`config.mk`:
```
export PLATFORM = sky130hd
export DESIGN_NAME = rr_arb_mux_flat
export DESIGN_NICKNAME = d
export VERILOG_FILES = /design/src/rtl/rr_arb_mux_if.sv /design/src/rtl/rr_arb_mux.sv /design/src/flat_wrapper.sv
export SDC_FILE = /design/constraint.sdc
export NUM_CORES = 1
export LEC_CHECK = 0
export CAP_MARGIN = 25
export CORE_AREA = 3 3 145 161
export CTS_CLUSTER_SIZE = 40
export DETAILED_ROUTE_END_ITERATION = 10
export DIE_AREA = 0 0 148 164
export HOLD_SLACK_MARGIN = 0.15
export PLACE_DENSITY = 0.82
export SLEW_MARGIN = 20
export SYNTH_ARGS = -nofsm -noshare
export SYNTH_HDL_FRONTEND = slang
export SYNTH_SLANG_ARGS = --single-unit
```
`constraint.sdc`:
```
create_clock -name clk -period 8.6 [get_ports clk]
set_input_delay 0.86 -clock clk [delete_from_list [all_inputs] [get_ports clk]]
set_output_delay 0.86 -clock clk [all_outputs]
set_load 0.005 [all_outputs]
```
`src/rtl/rr_arb_mux_if.sv`:
```
// Handshake bundle between N producers, the arbitrating mux and one consumer.
// The master side is the environment (producers plus consumer); the slave side is the mux.
interface rr_arb_mux_if #(
    parameter int WIDTH = 64,
    parameter int N     = 4
);
    localparam int SW = $clog2(N);

    logic [N*WIDTH-1:0] in_data;
    logic [N-1:0]       in_valid;
    logic [N-1:0]       in_ready;
    logic [WIDTH-1:0]   out_data;
    logic               out_valid;
    logic               out_ready;
    logic [SW-1:0]      out_sel;

    modport master (
        output in_data, in_valid, out_ready,
        input  in_ready, out_data, out_valid, out_sel
    );

    modport slave (
        input  in_data, in_valid, out_ready,
        output in_ready, out_data, out_valid, out_sel
    );
endinterface

```
`src/rtl/rr_arb_mux.sv`:
```
// N-input arbitrating multiplexer with a single registered output stage.
// A round-robin (RR=1) or lowest-index-first (RR=0) arbiter picks one valid
// producer whenever the output register is empty or being drained.
module rr_arb_mux #(
    parameter int WIDTH = 64,
    parameter int N     = 4,
    parameter int RR    = 1
) (
    input  logic            clk,
    input  logic            reset,
    rr_arb_mux_if.slave     bus
);
    localparam int SW = $clog2(N);

    logic [WIDTH-1:0] chan [N];
    logic [SW-1:0]    ptr;
    logic [N-1:0]     grant;
    logic [SW-1:0]    grant_idx;
    logic             grant_any;
    logic [WIDTH-1:0] sel_data;
    logic [SW-1:0]    next_ptr;
    logic             load_en;
    logic [WIDTH-1:0] out_data_q;
    logic             out_valid_q;
    logic [SW-1:0]    out_sel_q;
    int               start;
    int               cand;
    logic [SW-1:0]    cidx;

    // Unpack the flat input bus so channels can be picked by a narrow index.
    for (genvar i = 0; i < N; i++) begin : g_chan
        assign chan[i] = bus.in_data[i*WIDTH +: WIDTH];
    end

    // The register can take a word when empty or when its word leaves this cycle.
    assign load_en = !out_valid_q || bus.out_ready;

    // Scan all channels starting at ptr (or 0 in fixed priority), wrapping
    // explicitly so non-power-of-two N never produces an out-of-range index.
    always_comb begin
        grant     = '0;
        grant_idx = '0;
        grant_any = 1'b0;
        sel_data  = '0;
        next_ptr  = '0;
        start     = (RR != 0) ? int'(ptr) : 0;
        cand      = 0;
        cidx      = '0;
        for (int k = 0; k < N; k++) begin
            cand = start + k;
            if (cand >= N) begin
                cand = cand - N;
            end
            cidx = SW'(cand);
            if (!grant_any && bus.in_valid[cidx]) begin
                grant_any   = 1'b1;
                grant[cidx] = 1'b1;
                grant_idx   = cidx;
                sel_data    = chan[cidx];
                next_ptr    = (cand == N - 1) ? '0 : SW'(cand + 1);
            end
        end
    end

    // Ready only goes to the granted channel, never during reset or backpressure.
    assign bus.in_ready = (!reset && load_en) ? grant : '0;

    // Output register and round-robin pointer; reset discards any held word.
    always_ff @(posedge clk) begin
        if (reset) begin
            out_data_q  <= '0;
            out_valid_q <= 1'b0;
            out_sel_q   <= '0;
            ptr         <= '0;
        end else if (grant_any && load_en) begin
            out_data_q  <= sel_data;
            out_sel_q   <= grant_idx;
            out_valid_q <= 1'b1;
            if (RR != 0) begin
                ptr <= next_ptr;
            end
        end else if (out_valid_q && bus.out_ready) begin
            out_valid_q <= 1'b0;
        end
    end

    assign bus.out_data  = out_data_q;
    assign bus.out_valid = out_valid_q;
    assign bus.out_sel   = out_sel_q;
endmodule

```
`src/flat_wrapper.sv`:
```
// flat-port wrapper written by rule: the top's interface ports become plain ports
module rr_arb_mux_flat 
#(
    parameter int WIDTH = 64,
    parameter int N     = 4,
    parameter int RR    = 1
)
  (clk, reset, bus_in_data, bus_in_valid, bus_out_ready, bus_in_ready, bus_out_data, bus_out_valid, bus_out_sel);
  rr_arb_mux_if #(.WIDTH(WIDTH), .N(N)) bus_i ();
  input  logic clk;
  input  logic reset;
  input wire logic [$bits(bus_i.in_data)-1:0] bus_in_data;
  input wire logic [$bits(bus_i.in_valid)-1:0] bus_in_valid;
  input wire logic [$bits(bus_i.out_ready)-1:0] bus_out_ready;
  output wire logic [$bits(bus_i.in_ready)-1:0] bus_in_ready;
  output wire logic [$bits(bus_i.out_data)-1:0] bus_out_data;
  output wire logic [$bits(bus_i.out_valid)-1:0] bus_out_valid;
  output wire logic [$bits(bus_i.out_sel)-1:0] bus_out_sel;
  assign bus_i.in_data = bus_in_data;
  assign bus_i.in_valid = bus_in_valid;
  assign bus_i.out_ready = bus_out_ready;
  assign bus_in_ready = bus_i.in_ready;
  assign bus_out_data = bus_i.out_data;
  assign bus_out_valid = bus_i.out_valid;
  assign bus_out_sel = bus_i.out_sel;
  rr_arb_mux #(.WIDTH(WIDTH), .N(N), .RR(RR)) u_core (.clk(clk), .reset(reset), .bus(bus_i));
endmodule
```
==> impl_summary.log <==
INFO  metric avg_vias_per_cell = 7.27
INFO  metric htree_levels = 3
INFO  metric initial_antenna_violation_count = 0
INFO  metric synth_warnings = 0
INFO  metric run_status = finished clean
INFO  metric routed_wirelength = 34.8 mm
INFO  metric die_width = 148 um
INFO  metric crit_path_cell_trace = inv_1, ha_4, mux4_2, nor2b_4, a221o_1, o21ai_0, a21oi_1, clkdlybuf4s50_1
INFO  metric cts_setup_buffers = 0
INFO  metric drc_errors = 0
INFO  metric diodes = 0
INFO  metric vdd.ir_drop.worst = 278 uV
INFO  metric gr-usage-all-layers = 27.9%
INFO  metric gates_resized_cts_repair = 0
INFO  metric tritoncts = yes
INFO  metric clk_slew_on_worst_s_h_paths = 0.06 ns
INFO  metric syn_inst = 849
INFO  metric critical-path-max-stage-delay = 0.94 ns
INFO  metric final.period_utilization = 69.3%
INFO  metric leading_cell_type_in_the_layout_fill_and_taps_excluded = clkdlybuf4s50_1
INFO  metric cts_root_buffer = clkbuf_16
INFO  metric r2r_setup_slack = 3.48 ns
INFO  metric core_area = 22000 um2
INFO  metric total_power = 0.00499 W
INFO  metric drt.antenna.violating_nets = 0
INFO  metric worstPathArrival = 5.10 ns
INFO  metric timing.reg2reg.worst_path_depth = 8
INFO  metric design.die.area = 24300 um2
INFO  metric first_iter_violations = 929
INFO  metric layout.nets = 1356
INFO  metric first_global_vias = 10171
INFO  metric initial_utilization = 47.6%
INFO  metric rows = 57
INFO  metric synth.lib_cells_used.distinct = 41
INFO  metric cts_num_sinks = 69
INFO  metric final_layout_size_suffix_gt1_share = 31.2%
INFO  metric grt_start_max_net_pins = 162
INFO  metric layoutNonFillerInstCount = 1386
INFO  metric crit_buf_inv = 2
INFO  metric regToRegEndpoint = u_core.bus.out_data[21]$_SDFFE_PP0P_
INFO  metric setup_viol_count_final = 0
INFO  metric power_density = 356 nW/um2
INFO  metric cts-buffers-inserted = 9
INFO  metric path_delay_family = flip-flops
INFO  metric detailedPlacementHpwl = 23.4 mm
INFO  metric worstReg2RegStart = u_core.ptr[1]$_SDFFE_PP0P_
INFO  metric worstHoldPathType = reg -> reg
INFO  metric worstHoldStart = u_core.bus.out_sel[1]$_SDFFE_PP0P_
INFO  metric gp_congestion = 0.842
INFO  metric cpMaxStageDelayCell = dfxtp_4
INFO  metric netlist_area = 10500 um2
INFO  metric critical_path_depth = 8
INFO  metric grt_overflow_total = 0
INFO  metric postSynthRegisterBits = 69
INFO  metric layout.cells.most_common_list = clkdlybuf4s50_1 (333), mux4_2 (260), o21ai_0 (109)
INFO  metric fmax = 168 MHz
INFO  metric syn-num-nets = 1119
INFO  metric final_period_minus_worst_setup_slack = 5.96 ns
INFO  metric buffers_on_ports = 333
INFO  metric report.final.slew_viol_count = 0
INFO  metric worst-slew-pin-transition = 0.997 ns
INFO  metric maxCapViolations = 0
INFO  metric ios = 334
INFO  metric holdPathEnd = u_core.bus.out_sel[1]$_SDFFE_PP0P_
INFO  metric cts_hold_buffers = 0
INFO  metric final.fill_count = 1704
INFO  metric worst_setup_path_start_kind = flip-flop
INFO  metric timing.critical_path.required = 7.74 ns
INFO  metric insertion_delay = 0.34 ns
INFO  metric drt-wirelength-per-cell = 25.1 um
INFO  metric cell_count_of_the_worst_hold_path = 2
INFO  metric die_height = 164 um
INFO  metric clock_tree_skew_after_final_layout = 0.00583 ns
INFO  metric dpl.cell_count = 1369
INFO  metric cts_buffer_depth = 2
INFO  metric final_hold_viol_count = 0
INFO  metric synth_seq_area_share = 13.2%
INFO  metric worst-path-max-fanout = 71
INFO  metric avgSynthCellArea = 12.3 um2
INFO  metric cellLeakagePower = 4.27 nW
INFO  metric syn_to_final_growth = 34.2%
INFO  metric critPathCaptureType = primary output
INFO  metric setup_repair_after_global_routing_missed_its_margin = no
INFO  metric vias = 10076
INFO  metric drt_pre_antenna_iters = 5
INFO  metric grt_pass1_wl = 54.2 mm
INFO  metric tns = 0 ns
INFO  metric maxSlewHeadroom = 33.5%
INFO  metric timing.setup.critical_path_class = reg -> out
==> worst min-delay path, cell delays in order, from the launching register on <==
cell     delay [ns]
dfxtp_1        0.32
nand2_1        0.06
o32ai_1        0.06
==> per-stage QoR <==
| stage | util [%] | hold WS [ns] | instance area (um2) | worst slack (ns) |
|---|---|---|---|---|
| finish | 63.9 | 0.492 | 14000 | 2.64 |
| floorplan | - | 0.468 | 10500 | 4.78 |
| global route | 63.9 | 0.532 | 14000 | 2.33 |
| detailed placement | 62.5 | 0.484 | 13700 | 2.99 |
| CTS | 63.7 | 0.492 | 14000 | 2.61 |
| global placement | 62.5 | 0.474 | 13700 | 3.06 |
==> registers in the layout, indices dropped and copies added (netlist names) <==
signal,flops
u_core.bus.out_data,64
u_core.bus.out_sel,2
u_core.ptr,2
u_core.bus.out_valid,1
==> worst max path at each step <==
stage	slack, ns	start	to
4_1_cts	2.61	u_core.ptr[1]$_SDFFE_PP0P_	bus_in_ready[3]
3_5_place_dp	2.99	u_core.ptr[1]$_SDFFE_PP0P_	bus_in_ready[3]
6_report	2.64	u_core.ptr[1]$_SDFFE_PP0P_	bus_in_ready[3]
5_1_grt	2.33	u_core.ptr[1]$_SDFFE_PP0P_	bus_in_ready[3]
2_1_floorplan	4.78	u_core.ptr[1]$_SDFFE_PP0P_	bus_in_ready[3]
3_3_place_gp	3.06	u_core.ptr[1]$_SDFFE_PP0P_	bus_in_ready[3]
==> cells by family (layout without fill, tap and decap cells) <==
| family | count (synthesis) | after routing | synth area share [%] |
|---|---|---|---|
| and+or+nand+nor | 28 | 28 | 1.46 |
| DFF | 69 | 69 | 13.2 |
| muxes | 266 | 266 | 56.6 |
| adders and majority gates | 7 | 7 | 0.838 |
| buffers and inverters | 125 | 367 | 5.77 |
| AOI/OAI and AO/OA | 354 | 354 | 22.1 |
==> layer usage <==
layer  track usage (%)  part of all wire [%]  vias up  routed length (um)
met5                 0                     0        -                   0
met4              13.2                   3.9        0                1370
met3              4.33                   9.0       91                3140
met2              47.6                    52      675               17900
met1              35.0                    35     5088               12300
li1                  -                     -     4222                   -
==> area by class of cell <==
class	instances	area [um2]	share of cell area, %
clock buffers	15	268	1.91
clock inverters	1	5.00	0.0357
inverters	4	15.0	0.107
multi-input cells	655	8510	60.7
flip-flops and latches	69	1390	9.90
well taps	295	369	2.63
repair buffers	347	3470	24.7
==> report_power, final <==
group | internal (W) | switching [W] | leakage [nW]
Combinational | 0.00215 | 0.00184 | 3.56
Sequential | 0.000478 | 0.000156 | 0.577
Clock | 0.000212 | 0.000149 | 0.134
Total | 0.00284 | 0.00214 | 4.27
==> synthesized netlist by cell type (all sizes together) <==
cell | number | area [um2]
nor3b | 1 | 7.51
clkbuf | 57 | 214
a21oi | 138 | 841
a2bb2oi | 3 | 26.3
or4 | 2 | 15.0
o21a | 2 | 15.0
o41ai | 1 | 8.76
inv | 4 | 15.0
a221oi | 5 | 43.8
nand2 | 7 | 26.3
nand3 | 1 | 5.00
mux4 | 260 | 5860
dfxtp | 69 | 1380
o2bb2ai | 1 | 8.76
o21ai | 131 | 656
mux2 | 2 | 22.5
buf | 64 | 374
nor4 | 1 | 12.5
o311ai | 1 | 8.76
nor2 | 9 | 41.3
nor3 | 1 | 5.00
a31oi | 1 | 6.26
ha | 7 | 87.6
a22o | 1 | 8.76
o31a | 1 | 8.76
mux2i | 4 | 40.0
a22oi | 2 | 15.0
nor2b | 1 | 6.26
or2 | 2 | 15.0
o32ai | 1 | 8.76
nand2b | 3 | 18.8
a221o | 65 | 651
a21o | 1 | 7.51
(Power assumes the default switching activity.)
